<file path="config.mk">
export PLATFORM = sky130hd
export DESIGN_NAME = piso_bit_feeder
export DESIGN_NICKNAME = d
export VERILOG_FILES = /design/src/rtl/piso_bit_feeder.sv
export SDC_FILE = /design/constraint.sdc
export NUM_CORES = 1
export LEC_CHECK = 0
export BUFFER_PORTS_ARGS = -buffer_cell sky130_fd_sc_hd__buf_2
export CAP_MARGIN = 20
export CORE_ASPECT_RATIO = 0.9
export CORE_MARGIN = 2
export CORE_UTILIZATION = 25
export CTS_CLUSTER_DIAMETER = 200
export CTS_CLUSTER_SIZE = 24
export DETAILED_ROUTE_END_ITERATION = 8
export PLACE_DENSITY = 0.49
export SETUP_SLACK_MARGIN = 0.1
export SLEW_MARGIN = 20
export SYNTH_ARGS = -nofsm -noshare
export SYNTH_HDL_FRONTEND = slang
export SYNTH_SLANG_ARGS = --single-unit
</file>
<file path="constraint.sdc">
create_clock -name clk -period 1.45 [get_ports clk]
set_input_delay 0.0725 -clock clk [delete_from_list [all_inputs] [get_ports clk]]
set_output_delay 0.0725 -clock clk [all_outputs]
set_load 0.01 [all_outputs]
</file>
<file path="src/rtl/piso_bit_feeder.sv">
// Parallel-in/serial-out feeder for the serial sequence detector.
// Optional trailing even-parity bit per word: define PISO_PARITY_EN.
module piso_bit_feeder #(
  parameter int WIDTH     = 8,
  parameter bit MSB_FIRST = 1'b1
) (
  input  logic             clk,
  input  logic             rst,
  input  logic [WIDTH-1:0] data_in,
  input  logic             data_valid,
  output logic             data_ready,
  output logic             ser_out,
  output logic             ser_valid,
  output logic             frame_start,
  output logic             busy
);

  localparam int CW = (WIDTH > 2) ? $clog2(WIDTH) : 1;

`ifdef PISO_PARITY_EN
  typedef enum logic [1:0] {IDLE, SHIFT, PARITY} state_t;
`else
  typedef enum logic [1:0] {IDLE, SHIFT} state_t;
`endif

  state_t           state_q;
  logic [WIDTH-1:0] sreg_q;
  logic [WIDTH-1:0] sreg_d;
  logic [CW-1:0]    cnt_q;
  logic             ser_q;
  logic             sv_q;
  logic             fs_q;
  logic             accept;
`ifdef PISO_PARITY_EN
  logic             par_q;
`endif

  function automatic logic lead_bit(input logic [WIDTH-1:0] w);
    return MSB_FIRST ? w[WIDTH-1] : w[0];
  endfunction

  always_comb begin
    sreg_d = sreg_q;
    if (MSB_FIRST)
      sreg_d = {sreg_q[WIDTH-2:0], 1'b0};
    else
      sreg_d = {1'b0, sreg_q[WIDTH-1:1]};
  end

  always_comb begin
    data_ready = 1'b0;
    unique case (state_q)
      IDLE:   data_ready = 1'b1;
`ifdef PISO_PARITY_EN
      SHIFT:  data_ready = 1'b0;
      PARITY: data_ready = 1'b1;
`else
      SHIFT:  data_ready = (cnt_q == '0);
`endif
      default: data_ready = 1'b0;
    endcase
    if (rst)
      data_ready = 1'b0;
  end

  assign accept = data_valid && data_ready;

  // Accept is only possible where a load is legal, so it takes priority.
  always_ff @(posedge clk) begin
    if (rst) begin
      state_q <= IDLE;
      sreg_q  <= '0;
      cnt_q   <= '0;
      ser_q   <= 1'b0;
      sv_q    <= 1'b0;
      fs_q    <= 1'b0;
`ifdef PISO_PARITY_EN
      par_q   <= 1'b0;
`endif
    end else if (accept) begin
      state_q <= SHIFT;
      sreg_q  <= data_in;
      cnt_q   <= CW'(WIDTH - 1);
      ser_q   <= lead_bit(data_in);
      sv_q    <= 1'b1;
      fs_q    <= 1'b1;
`ifdef PISO_PARITY_EN
      par_q   <= ^data_in;
`endif
    end else begin
      fs_q <= 1'b0;
      unique case (state_q)
        SHIFT: begin
          if (cnt_q != '0) begin
            sreg_q <= sreg_d;
            cnt_q  <= cnt_q - 1'b1;
            ser_q  <= lead_bit(sreg_d);
            sv_q   <= 1'b1;
          end else begin
`ifdef PISO_PARITY_EN
            state_q <= PARITY;
            ser_q   <= par_q;
            sv_q    <= 1'b1;
`else
            state_q <= IDLE;
            ser_q   <= 1'b0;
            sv_q    <= 1'b0;
`endif
          end
        end
        default: begin
          state_q <= IDLE;
          ser_q   <= 1'b0;
          sv_q    <= 1'b0;
        end
      endcase
    end
  end

  assign ser_out     = ser_q;
  assign ser_valid   = sv_q;
  assign frame_start = fs_q;
  assign busy        = (state_q != IDLE);

endmodule

</file>
Yosys cells after proc, flatten, opt, wreduce, memory -nomap -nowiden
Cells that the tools add are included.
{ "totals": {"input_bits": 11, "wordCells": 33, "reg_bits": 14} }
{ "classes": {"muxes": 18, "n_reduce_logical": 7, "eq_ne": 1, "n_addsub": 1} }
{ "ops": {"columns": ["cell", "n"], "rows": [
  ["7-bit 2-to-1 mux", 3],
  ["1-bit 2-to-1 mux", 11],
  ["3-bit 2-to-1 mux", 3],
  ["2-bit nonzero test", 2],
  ["3-bit logical NOT", 1],
  ["3-bit != test, second input constant", 1],
  ["3-bit nonzero test", 1],
  ["3-bit by 1-bit subtractor with 3-bit output, second input constant", 1],
  ["2-bit logical NOT", 1],
  ["1-bit one-hot mux with 2 select lines", 1],
  ["2-bit AND reduction", 1],
  ["1-bit logical AND", 1]
]} }

Logic depth before layout (Yosys ltp)
Gate-level depths: netlist of the first run.
{ "depth": {"ltp_word": 6, "mapped_depth": 7, "depth_no_buf": 6} }

Least setup slack after synthesis of the first run
OpenSTA, ideal clock, no wires.
{ "synth_path": {"path_kind": "reg-to-reg", "start": "reg cnt_q[0]", "end": "reg fs_q, in the netlist frame_start", "slack_ns": 0.069, "synth_period_minus_slack_ns": 1.381, "stages_incl_launch_ff": 8, "path_buffers": 1, "arrival_ns": 1.265, "setup_time_ns": 0.116, "cell_sequence": "dfxtp_1 -> inv_1 -> ha_1 -> ha_1 -> nor2b_1 -> buf_2 -> nor2_1 -> and2_2"} }
{ "synth_via": {"elab_chain_len": 5} }
{ "synth_rtl": {"columns": ["element", "line_no", "text"], "rows": [
  ["from (decl)", "29", "logic [CW-1:0] cnt_q;"],
  ["from (signal assigned)", "83", "cnt_q <= CW'(WIDTH - 1);"],
  ["from (signal assigned)", "96", "cnt_q <= cnt_q - 1'b1;"],
  ["3-bit logical NOT", "58", "SHIFT: data_ready = (cnt_q == '0);"],
  ["1-bit one-hot mux with 2 select lines", "52", "unique case (state_q)"],
  ["1-bit 2-to-1 mux", "62", "if (rst)"],
  ["named net data_ready", "11", "output logic data_ready,"],
  ["1-bit logical AND", "66", "assign accept = data_valid && data_ready;"],
  ["1-bit 2-to-1 mux", "80", "end else if (accept) begin"],
  ["to (signal assigned)", "76", "fs_q <= 1'b0;"],
  ["to (signal assigned)", "86", "fs_q <= 1'b1;"],
  ["to (signal assigned)", "91", "fs_q <= 1'b0;"],
  ["to (decl)", "32", "logic fs_q;"]
]} }
The timed path passes the listed nets, and every way through them passes these cells.
A chain may end at the register's enable or synchronous reset.

Final worst setup path of the first run
{ "layout_path": {"start": "reg cnt_q[1]", "end": "out data_ready"} }
{ "layout_via": {"elab_chain_len": 3} }
{ "layout_rtl": {"columns": ["element", "line_no"], "rows": [
  ["3-bit logical NOT", "58"],
  ["1-bit one-hot mux with 2 select lines", "52"],
  ["1-bit 2-to-1 mux", "62"],
  ["to (decl)", "11"]
]} }
No other way between the ends.

==> metrics.csv, run 1 <==
metric,value,unit
"Clk Latency, worst-skew pair",0.27,ns
DR vias,455,
layout cell share with drive strength beyond 1,0.418,
# rows,16,
Mapped Cells,59,
Area Overhead vs Synth,37.5,%
critical path data required time,1.38,ns
CP max FO,2,
H-tree lvl count,1,
vias per cell,4.29,
first-pass GRT wire length,1890,µm
pre-CTS setup slack,0.0902,ns
Ys Warns,0,
Combinational Power Share,0.208,
Sequential Power Share,0.485,
CP Launch Type,register,
"Net Count, Synth",72,
unrepaired setup endpoints after global routing,yes,
Layout Skew,0.00184,ns
Sw Pwr,0.000236,W
Pre-Repair DR Iteration Count,4,
die area,2680,µm²
"Arr. time, crit path",1.34,ns
DRT antenna net count,0,
pin count of the biggest net entering global routing,15,
Pint,0.000675,W
fmax,706,MHz
Lkg Pwr,0.351,nW
Initial DRC Count,3,
die height,49.3,µm
"Avg Cell Area, Syn",9.67,µm²
io pins,16,
Fin. Hold Viols,0,
critical path class,reg -> out,
# nets final,93,
Tot GR Track Use,0.0970,
CTS tree,done,
maxcap violations,0,
total wire length,1160,µm
fin crit share,0.977,
Final Critical Period,1.42,ns
Setup-failing EPs final,0,
Netlist cell types,16,
initial antenna violation count,0,
switching power share of the total,0.259,
final worst slack,0.0340,ns
Worst-path clk slew,0.09,ns
top cell type's share of synthesized area,0.491,
"area leader, netlist",dfxtp_1,
worst hold path class,in -> reg,
dominant cells by area after synthesis,"dfxtp_1 49%, mux2i_1 12%, a211oi_1 12%, nor2_1 6.6%, ha_1 4.4%",
number of diodes,0,
Routed WL per cell,11.0,µm
Final Max Slew Viols,0,
"Power, Total",0.000911,W
Clk pwr share,0.307,
CTS Root Cell,clkbuf_4,
"Seq/Total Area, Yosys",0.491,
total grt overflow,0,
floorplan core area,2160,µm²
Fin Hold WS,0.0794,ns
Seq cells post-synth,14,
Starting Density,0.264,
CTS sink count,14,
vias in the first global route,459,
DRC,0,
Least-Margin Pin Slew,0.313,ns
post-DP HPWL,760,µm
VDD IR max,0.532,mV
number of port buffers,15,
Die Wd,54.4,µm
status,"finished, final reports clean",
gp weighted congestion,0.655,
Slew Limit Headroom,0.792,
Clock Path Buffers,2,
TritonCTS Buffers,3,
post-synthesis cell area,571,µm²
PD cells,1160,nW/µm²
Crit. End Element,output pin,
-- metal layers --
metal	routed length, µm	track usage	part of all wire
met4	0	0.0125	0
met5	0	0	0
met2	478	0.137	0.41
met1	611	0.137	0.52
met3	74	0.0460	0.064
-- cell usage in the layout, fill, tap and decap left out --
cell type  instances
buf_2             14
dfxtp_1           12
a211oi_1           9
nor2_1             9
mux2i_1            7
nor3_1             4
clkbuf_4           3
buf_6              3
buf_4              3
inv_2              2
ha_4               2
dfxtp_2            2
nor2b_4            1
nor2_4             1
inv_1              1
nand2b_1           1
nand2_1            1
nand3_1            1
a21oi_1            1
and2_2             1
clkbuf_8           1
-- cells in the mapped netlist --
cell / number
nor2b_1: 1
buf_6: 1
buf_2: 2
mux2i_1: 7
nand2_1: 1
inv_1: 3
dfxtp_1: 14
nand3_1: 1
ha_1: 2
a21oi_1: 1
nor3_1: 4
and2_2: 1
nor2_1: 10
nand2b_1: 1
clkbuf_1: 1
a211oi_1: 9
-- cell type report --
type,instances,area [µm²]
tap,27,33.8
timing repair buffer,20,126
clock buffer,4,36.3
inverter,3,11.3
multi-input combinational,38,294
fill,235,1380
sequential,14,283
-- flip-flops by register name, indices dropped and copies added (netlist names) --
signal,flops
ser_out,1
state_q,1
cnt_q,3
sreg_q,7
ser_valid,1
frame_start,1
-- critical path, cell delays in order, from the launching register on --
cell	delay, ns
dfxtp_2	0.34
inv_2	0.04
ha_4	0.15
ha_4	0.16
nor2b_4	0.11
buf_6	0.11
nor2_4	0.03
buf_6	0.12
-- what timing repair did --
action	in CTS	in global routing
gates resized for setup	11	4
hold buffers	0	0
buffers inserted	2	0
setup endpoints to repair	10	10
pin swaps	3	3
-- stage by stage --
stage | cells | setup TNS (ns) | utilization | cell area [µm²]
floorplan | 59 | 0 | - | 573
global placement | 100 | 0 | 0.313 | 677
detailed placement | 100 | 0 | 0.313 | 677
CTS | 106 | 0 | 0.356 | 769
global route | 106 | -0.0810 | 0.363 | 785
finish | 106 | 0 | 0.363 | 785
-- cells by family after synthesis --
group | Yosys count | synth area share
AOI/OAI and AO/OA | 10 | 0.127
adders and majority gates | 2 | 0.0439
buffers and inverters | 7 | 0.0636
DFF | 14 | 0.491
muxes | 7 | 0.123
and+or+nand+nor | 19 | 0.151
-- worst paths after layout --
kind              startpoint         end  slack [ns]  cells after the start
setup / recovery    cnt_q[1]  data_ready        0.03                      7
hold / removal    data_in[7]     ser_out        0.08                      3
setup reg to reg    cnt_q[1]    cnt_q[1]        0.08                      8
hold reg to reg    sreg_q[6]     ser_out        0.47                      2
-- power by group through the flow --
stage | registers (W) | logic [W] | clock network [W]
after global placement | 0.000447 | 0.000144 | 0
final | 0.000441 | 0.000190 | 0.000280
after global routing | 0.000445 | 0.000213 | 0.000314
after CTS | 0.000441 | 0.000178 | 0.000296
after detailed placement | 0.000448 | 0.000144 | 0
after floorplan | 0.000449 | 0.0000950 | 0
Power figures use the tool's default switching activity.
==> run 2: changes to the inputs <==
Settings changed: ABC_AREA set to 1, CELL_PAD_IN_SITES_DETAIL_PLACEMENT set to 2, CELL_PAD_IN_SITES_GLOBAL_PLACEMENT set to 2, PLACE_DENSITY 0.49 to 0.74.
==> run 2 against run 1 <==
Against the previous run:
- clock-buffer cell count did not move
- maximum frequency down 0.62%
- synthesized area is 15% higher
- sequential power shrank 2%
- cell area up 15%
- die area rose by 14%
- non-clock buffer count increased by 3
- highest routed layer is now met4
==> metrics.csv, run 2 <==
metric,value,unit,change
status,"finished, final reports clean",,unchanged
Async SR Flop Fraction,0,,unchanged
TritonCTS Buffers,3,,unchanged
CP Launch Type,register,,unchanged
CTS tree,done,,unchanged
Worst-path clk slew,0.09,ns,about the same
"Seq/Total Area, Yosys",0.427,,was 0.491
"Avg Cell Area, Syn",7.28,µm²,was 9.67 µm²
# rows,17,,was 16
gp weighted congestion,0.747,,was 0.655
number of diodes,0,,unchanged
maxcap violations,0,,unchanged
initial antenna violation count,0,,unchanged
# nets final,128,,was 93
fin crit share,0.983,,was 0.977
H-tree lvl count,1,,unchanged
Tot GR Track Use,0.148,,was 0.0970
dominant cells by area after synthesis,"dfxtp_1 43%, nor2_1 11%, nand2_1 10%, inv_1 5.7%, nand4_1 5.7%",,"was dfxtp_1 49%, mux2i_1 12%, a211oi_1 12%, nor2_1 6.6%, ha_1 4.4%"
Mapped Cells,90,,was 59
Lkg Pwr,0.427,nW,was 0.351 nW
Layout Skew,0.00491,ns,was 0.00184 ns
top cell type's share of synthesized area,0.427,,was 0.491
io pins,16,,unchanged
vias in the first global route,691,,was 459
DRC,0,,unchanged
Pre-Repair DR Iteration Count,3,,was 4
Fin. Hold Viols,0,,unchanged
critical path class,reg -> out,,unchanged
Ys Warns,0,,unchanged
first-pass GRT wire length,3240,µm,was 1890 µm
Die Wd,58.0,µm,was 54.4 µm
Final Max Slew Viols,0,,unchanged
Top reg by flops,sreg_q,,unchanged
Netlist cell types,20,,was 16
Area Overhead vs Synth,38.0,%,was 37.5%
number of port buffers,15,,unchanged
final core utilization,0.367,,was 0.363
Crit. End Element,output pin,,unchanged
VDD IR max,0.513,mV,was 0.532 mV
Clock Path Buffers,2,,unchanged
die area,3050,µm²,was 2680 µm²
DR vias,659,,was 455
critical path data required time,1.38,ns,about the same
fmax,702,MHz,was 706 MHz
Synth top cells by count,"20 x nor2_1, 18 x nand2_1, 14 x dfxtp_1",,"was 14 x dfxtp_1, 10 x nor2_1, 9 x a211oi_1"
"leading cell type in the layout, fill and taps excluded",nor2_1,,was buf_2
total grt overflow,0,,unchanged
most frequent CP cell,ha_4,,
post-synthesis cell area,656,µm²,was 571 µm²
PD cells,1050,nW/µm²,was 1160 nW/µm²
Post-synth EDFFs,0,,unchanged
dominant synthesized flop cell,dfxtp_1,,unchanged
Placement Cell Area,742,µm²,was 677 µm²
Worst path slowest cell,dfxtp_2,,unchanged
"Power, Total",0.000948,W,was 0.000911 W
DRT antenna net count,0,,unchanged
"Net Count, Synth",103,,was 72
CP max FO,5,,was 2
CTS Root Cell,clkbuf_4,,unchanged
Buf/Inv on CP,4,,was 3
R2R setup slack,0.07,ns,was 0.08 ns
Least-Margin Pin Slew,0.351,ns,was 0.313 ns
final instance area,905,µm²,was 785 µm²
Final Critical Period,1.42,ns,about the same
layout cell share with drive strength beyond 1,0.395,,was 0.418
worst hold path class,in -> reg,,unchanged
Setup-failing EPs final,0,,unchanged
Routed WL per cell,13.5,µm,was 11.0 µm
unrepaired setup endpoints after global routing,yes,,unchanged
floorplan core area,2470,µm²,was 2160 µm²
"Clk Latency, worst-skew pair",0.28,ns,was 0.27 ns
most frequent cells in the layout,"20 x nor2_1, 15 x nand2_1, 14 x buf_2",,"was 14 x buf_2, 12 x dfxtp_1, 9 x a211oi_1, 9 x nor2_1, 7 x mux2i_1"
Post-CTS Hold Fix Bufs,0,,unchanged
Seq cells post-synth,14,,unchanged
vias per cell,4.64,,was 4.29
die height,52.6,µm,was 49.3 µm
post-DP HPWL,1350,µm,was 760 µm
pin count of the biggest net entering global routing,15,,unchanged
"Largest stage delay, worst path",0.33,ns,was 0.34 ns
top-count cell post-synth,nor2_1,,was dfxtp_1
"area leader, netlist",dfxtp_1,,unchanged
"Arr. time, crit path",1.35,ns,was 1.34 ns
Top Family by Delay on Critical Path,flip-flops,,unchanged
Starting Density,0.266,,was 0.264
CTS sink count,14,,unchanged
number of flip-flops in the largest register,7,,unchanged
Top Registers,"sreg_q: 7 flops, cnt_q: 3 flops",,unchanged
total wire length,1920,µm,was 1160 µm
CP Cell Sequence,inv_2 -> ha_4 -> ha_4 -> inv_4 -> nand2_8 -> inv_8 -> nor2_4 -> buf_6,,was inv_2 -> ha_4 -> ha_4 -> nor2b_4 -> buf_6 -> nor2_4 -> buf_6
Initial DRC Count,5,,was 3
Slew Limit Headroom,0.766,,was 0.792
[run 2: cell types whose count changed in the layout (fill, tap and decap cells not counted), sizes merged, moves of 3 or more]
cell	previous run	this run
a211oi	9	0
buf	20	23
inv	3	15
mux2i	7	0
nand2	1	19
nand4	0	6
nor2	10	21
nor3	4	0
o21ai	0	4
[run 2: worst reg2reg max path, cell delays in order (launching register included)]
cell	delay, ns
dfxtp_2	0.33
inv_2	0.05
ha_4	0.16
ha_4	0.16
inv_4	0.06
nand2_8	0.07
inv_8	0.07
buf_4	0.14
nand2_1	0.06
o211ai_1	0.08
nand2_1	0.07
[run 2: worst paths after layout]
| path | startpoint | endpoint | cells after the start |
|---|---|---|---|
| setup / recovery | cnt_q[0] | data_ready | 8 |
| hold / removal | data_in[0] | sreg_q[0] | 3 |
| setup reg to reg | cnt_q[0] | cnt_q[2] | 10 |
| hold reg to reg | sreg_q[0] | sreg_q[0] | 2 |
[run 2: area by class of cell]
class,count,area (µm²)
timing repair buffer,23,141
multi-input combinational,58,343
fill,297,1560
clock buffer,4,36.3
inverter,15,66.3
tap,28,35.0
sequential,14,283
[run 2: stage by stage]
stage               TNS, ns  std cells  hold slack [ns]  worst slack [ns]
floorplan                 0         90            0.174             0.121
global placement          0        130            0.365            0.0659
detailed placement  -0.0988        130            0.365           -0.0737
CTS                       0        141           0.0565            0.0148
global route         -0.121        142           0.0674           -0.0460
finish                    0        142           0.0631            0.0252
[run 2: power breakdown]
| part | switching (W) | total, W | internal (W) |
|---|---|---|---|
| Sequential | 0.0000170 | 0.000431 | 0.000415 |
| Combinational | 0.000129 | 0.000235 | 0.000107 |
| Clock | 0.000128 | 0.000281 | 0.000153 |
| Total | 0.000274 | 0.000948 | 0.000674 |
[run 2: cell families after synthesis]
family	after synthesis	synth area share
AOI/OAI and AO/OA	8	0.0840
adders and majority gates	2	0.0382
buffers and inverters	18	0.126
DFF	14	0.427
and+or+nand+nor	48	0.324
[run 2: repair_timing]
action,4_1_cts,5_1_grt
setup buffers,7,1
gates resized for setup,14,5
setup endpoints to repair,12,13
hold endpoints to repair,0,0
pin swaps,2,2
[run 2: per-layer routing]
layer	global-route usage	vias up	wire [µm]
met5	0	-	0
met4	0.0465	0	19
met3	0.0444	2	54
met2	0.282	9	1030
met1	0.156	318	814
li1	-	330	-
==> run 3: changes to the inputs <==
Settings changed: GPL_TIMING_DRIVEN set to 0.
==> run 3 against run 2 <==
Against the previous run:
- highest routed layer unchanged
- utilization is 0.56 points lower
- largest cell class unchanged
- global-route usage is 0.097 points lower
- power is 1.1% lower
- wire length is 0.94% lower
- clock-buffer cell count stayed put
- critical path depth stayed put
- worst setup slack better by 0.010 ns
- clock power hardly changed
- worst hold slack better by 0.017 ns
==> metrics.csv, run 3 (same netlist as run 2, synthesis figures left out) <==
metric,value,unit,change
Clk pwr share,0.300,,was 0.296
layout cell share with drive strength beyond 1,0.372,,was 0.395
Fin Hold WS,0.0805,ns,was 0.0631 ns
status,"finished, final reports clean",,unchanged
Filler Cell Count,302,,was 297
"Power, Total",0.000937,W,was 0.000948 W
Initial DRC Count,0,,was 5
Post-CTS Hold Fix Bufs,0,,unchanged
Slew Limit Headroom,0.811,,was 0.766
most frequent CP cell,ha_4,,unchanged
first-pass GRT wire length,3230,µm,was 3240 µm
Area Overhead vs Synth,35.9,%,was 38.0%
register area,283,µm²,unchanged
"non-filler cells, final",141,,was 142
Final Max Slew Viols,0,,unchanged
vias in the first global route,678,,was 691
worst flop-to-flop path endpoint,sreg_q[1],,was cnt_q[2]
fin crit share,0.976,,was 0.983
Setup-failing EPs final,0,,unchanged
CTS Root Cell,clkbuf_4,,unchanged
post-DP HPWL,1250,µm,was 1350 µm
H-tree lvl count,1,,unchanged
CP max FO,4,,was 5
Final Critical Period,1.41,ns,was 1.42 ns
R2R setup slack,0.08,ns,was 0.07 ns
hold path startpoint,data_in[0],,unchanged
Top reg by flops,sreg_q,,unchanged
worst hold stages,3,,unchanged
Worst-path clk slew,0.09,ns,about the same
Pint,0.000666,W,was 0.000674 W
R2R depth,10,,unchanged
Clock Path Buffers,2,,unchanged
placed cell count,132,,was 130
most frequent cells in the layout,"20 x nor2_1, 17 x nand2_1, 14 x buf_2",,"was 20 x nor2_1, 15 x nand2_1, 14 x buf_2"
CTS sink count,14,,unchanged
Crit. End Element,output pin,,unchanged
multi-input combinational cell area,333,µm²,was 343 µm²
total grt overflow,0,,unchanged
floorplan core area,2470,µm²,unchanged
unrepaired setup endpoints after global routing,yes,,unchanged
CP Launch Type,register,,unchanged
fmax,707,MHz,was 702 MHz
Sequential Power Share,0.459,,was 0.455
io pins,16,,unchanged
Top Family by Delay on Critical Path,flip-flops,,unchanged
critical path data required time,1.38,ns,about the same
Starting Density,0.266,,unchanged
critical path class,reg -> out,,unchanged
WHS Endpoint,sreg_q[0],,unchanged
Die Wd,58.0,µm,unchanged
gp weighted congestion,0.700,,was 0.747
DRC,0,,unchanged
DR vias,661,,was 659
number of flip-flops in the largest register,7,,unchanged
Sw Pwr,0.000270,W,was 0.000274 W
DRT antenna net count,0,,unchanged
"Arr. time, crit path",1.34,ns,was 1.35 ns
Tot GR Track Use,0.147,,was 0.148
total wire length,1900,µm,was 1920 µm
Routed WL per cell,13.5,µm,about the same
Top Registers,"sreg_q: 7 flops, cnt_q: 3 flops",,unchanged
TritonCTS Buffers,3,,unchanged
die height,52.6,µm,unchanged
CTS tree,done,,unchanged
number of diodes,0,,unchanged
Pre-Repair DR Iteration Count,1,,was 3
Layout Skew,0.00276,ns,was 0.00491 ns
Combinational Power Share,0.241,,was 0.248
PD cells,1050,nW/µm²,about the same
pin count of the biggest net entering global routing,11,,was 15
"Largest stage delay, worst path",0.34,ns,was 0.33 ns
Worst path slowest cell,dfxtp_2,,unchanged
# nets final,127,,was 128
Lkg Pwr,0.416,nW,was 0.427 nW
beginning of the worst register-to-register path,cnt_q[1],,was cnt_q[0]
CP Cell Sequence,inv_2 -> ha_4 -> ha_4 -> inv_4 -> nand2_8 -> inv_8 -> nor2_4 -> buf_6,,unchanged
"leading cell type in the layout, fill and taps excluded",nor2_1,,unchanged
Buf/Inv on CP,4,,unchanged
number of port buffers,14,,was 15
vias per cell,4.69,,was 4.64
Least-Margin Pin Slew,0.282,ns,was 0.351 ns
worst hold path class,in -> reg,,unchanged
die area,3050,µm²,unchanged
initial antenna violation count,0,,unchanged
# rows,17,,unchanged
Fin. Hold Viols,0,,unchanged
switching power share of the total,0.289,,about the same
VDD IR max,0.697,mV,was 0.513 mV
"Clk Latency, worst-skew pair",0.28,ns,about the same
maxcap violations,0,,unchanged
-- run 3: cell types whose count changed in the layout (fill, tap and decap cells not counted), sizes merged --
cell / previous run / this run
buf: 23 / 22
-- run 3: tightest hold or removal path: cells and delay by family --
kind,cells,cell delay [ns]
AO/OA/AOI/OAI,1,0.06
buffers and inverters,1,0.10
AND/OR/NAND/NOR,1,0.08
-- run 3: routing by layer --
| metal | GRT usage | up-vias | share of wire |
|---|---|---|---|
| met5 | 0 | - | 0 |
| met3 | 0.0444 | 2 | 0.027 |
| met1 | 0.168 | 324 | 0.42 |
| met4 | 0.0465 | 0 | 0.010 |
| met2 | 0.263 | 8 | 0.54 |
| li1 | - | 327 | - |
-- run 3: worst max path at each step --
stage | start | endpoint | slack, ns | depth (start not counted)
after global placement | cnt_q[0] | cnt_q[2] | 0.002 | 10
final | cnt_q[1] | data_ready | 0.04 | 8
after global routing | cnt_q[1] | data_ready | -0.03 | 8
after CTS | cnt_q[1] | data_ready | 0.02 | 8
after detailed placement | cnt_q[0] | cnt_q[2] | -0.04 | 10
after floorplan | cnt_q[0] | cnt_q[2] | 0.12 | 10
-- run 3: timing repair --
item	in CTS	in global routing
buffers inserted	3	2
endpoints found under the setup margin	12	13
pin swaps	3	3
resized for setup	13	4
-- run 3: cell type report --
| type | instances | share of cell area |
|---|---|---|
| plain buffers | 3 | 0.0267 |
| clock buffers | 4 | 0.0407 |
| inverters | 15 | 0.0744 |
| well taps | 28 | 0.0393 |
| flip-flops and latches | 14 | 0.317 |
| repair buffers | 19 | 0.128 |
| multi-input cells | 58 | 0.374 |
-- run 3: power by group through the flow --
stage	Combinational [W]	Clock, W	Sequential, W
after floorplan	0.000108	0	0.000436
after global placement	0.000158	0	0.000434
after detailed placement	0.000168	0	0.000435
after CTS	0.000214	0.000298	0.000430
after global routing	0.000257	0.000313	0.000434
final	0.000226	0.000281	0.000430
-- run 3: per-stage QoR --
| stage | TNS, ns | setup WS [ns] | instance area [µm²] | utilization |
|---|---|---|---|---|
| finish | 0 | 0.0353 | 891 | 0.361 |
| global route | -0.0535 | -0.0275 | 891 | 0.361 |
| CTS | 0 | 0.0212 | 870 | 0.352 |
| detailed placement | -0.198 | -0.0421 | 761 | 0.308 |
| global placement | 0 | 0.00186 | 761 | 0.308 |
| floorplan | 0 | 0.121 | 656 | - |
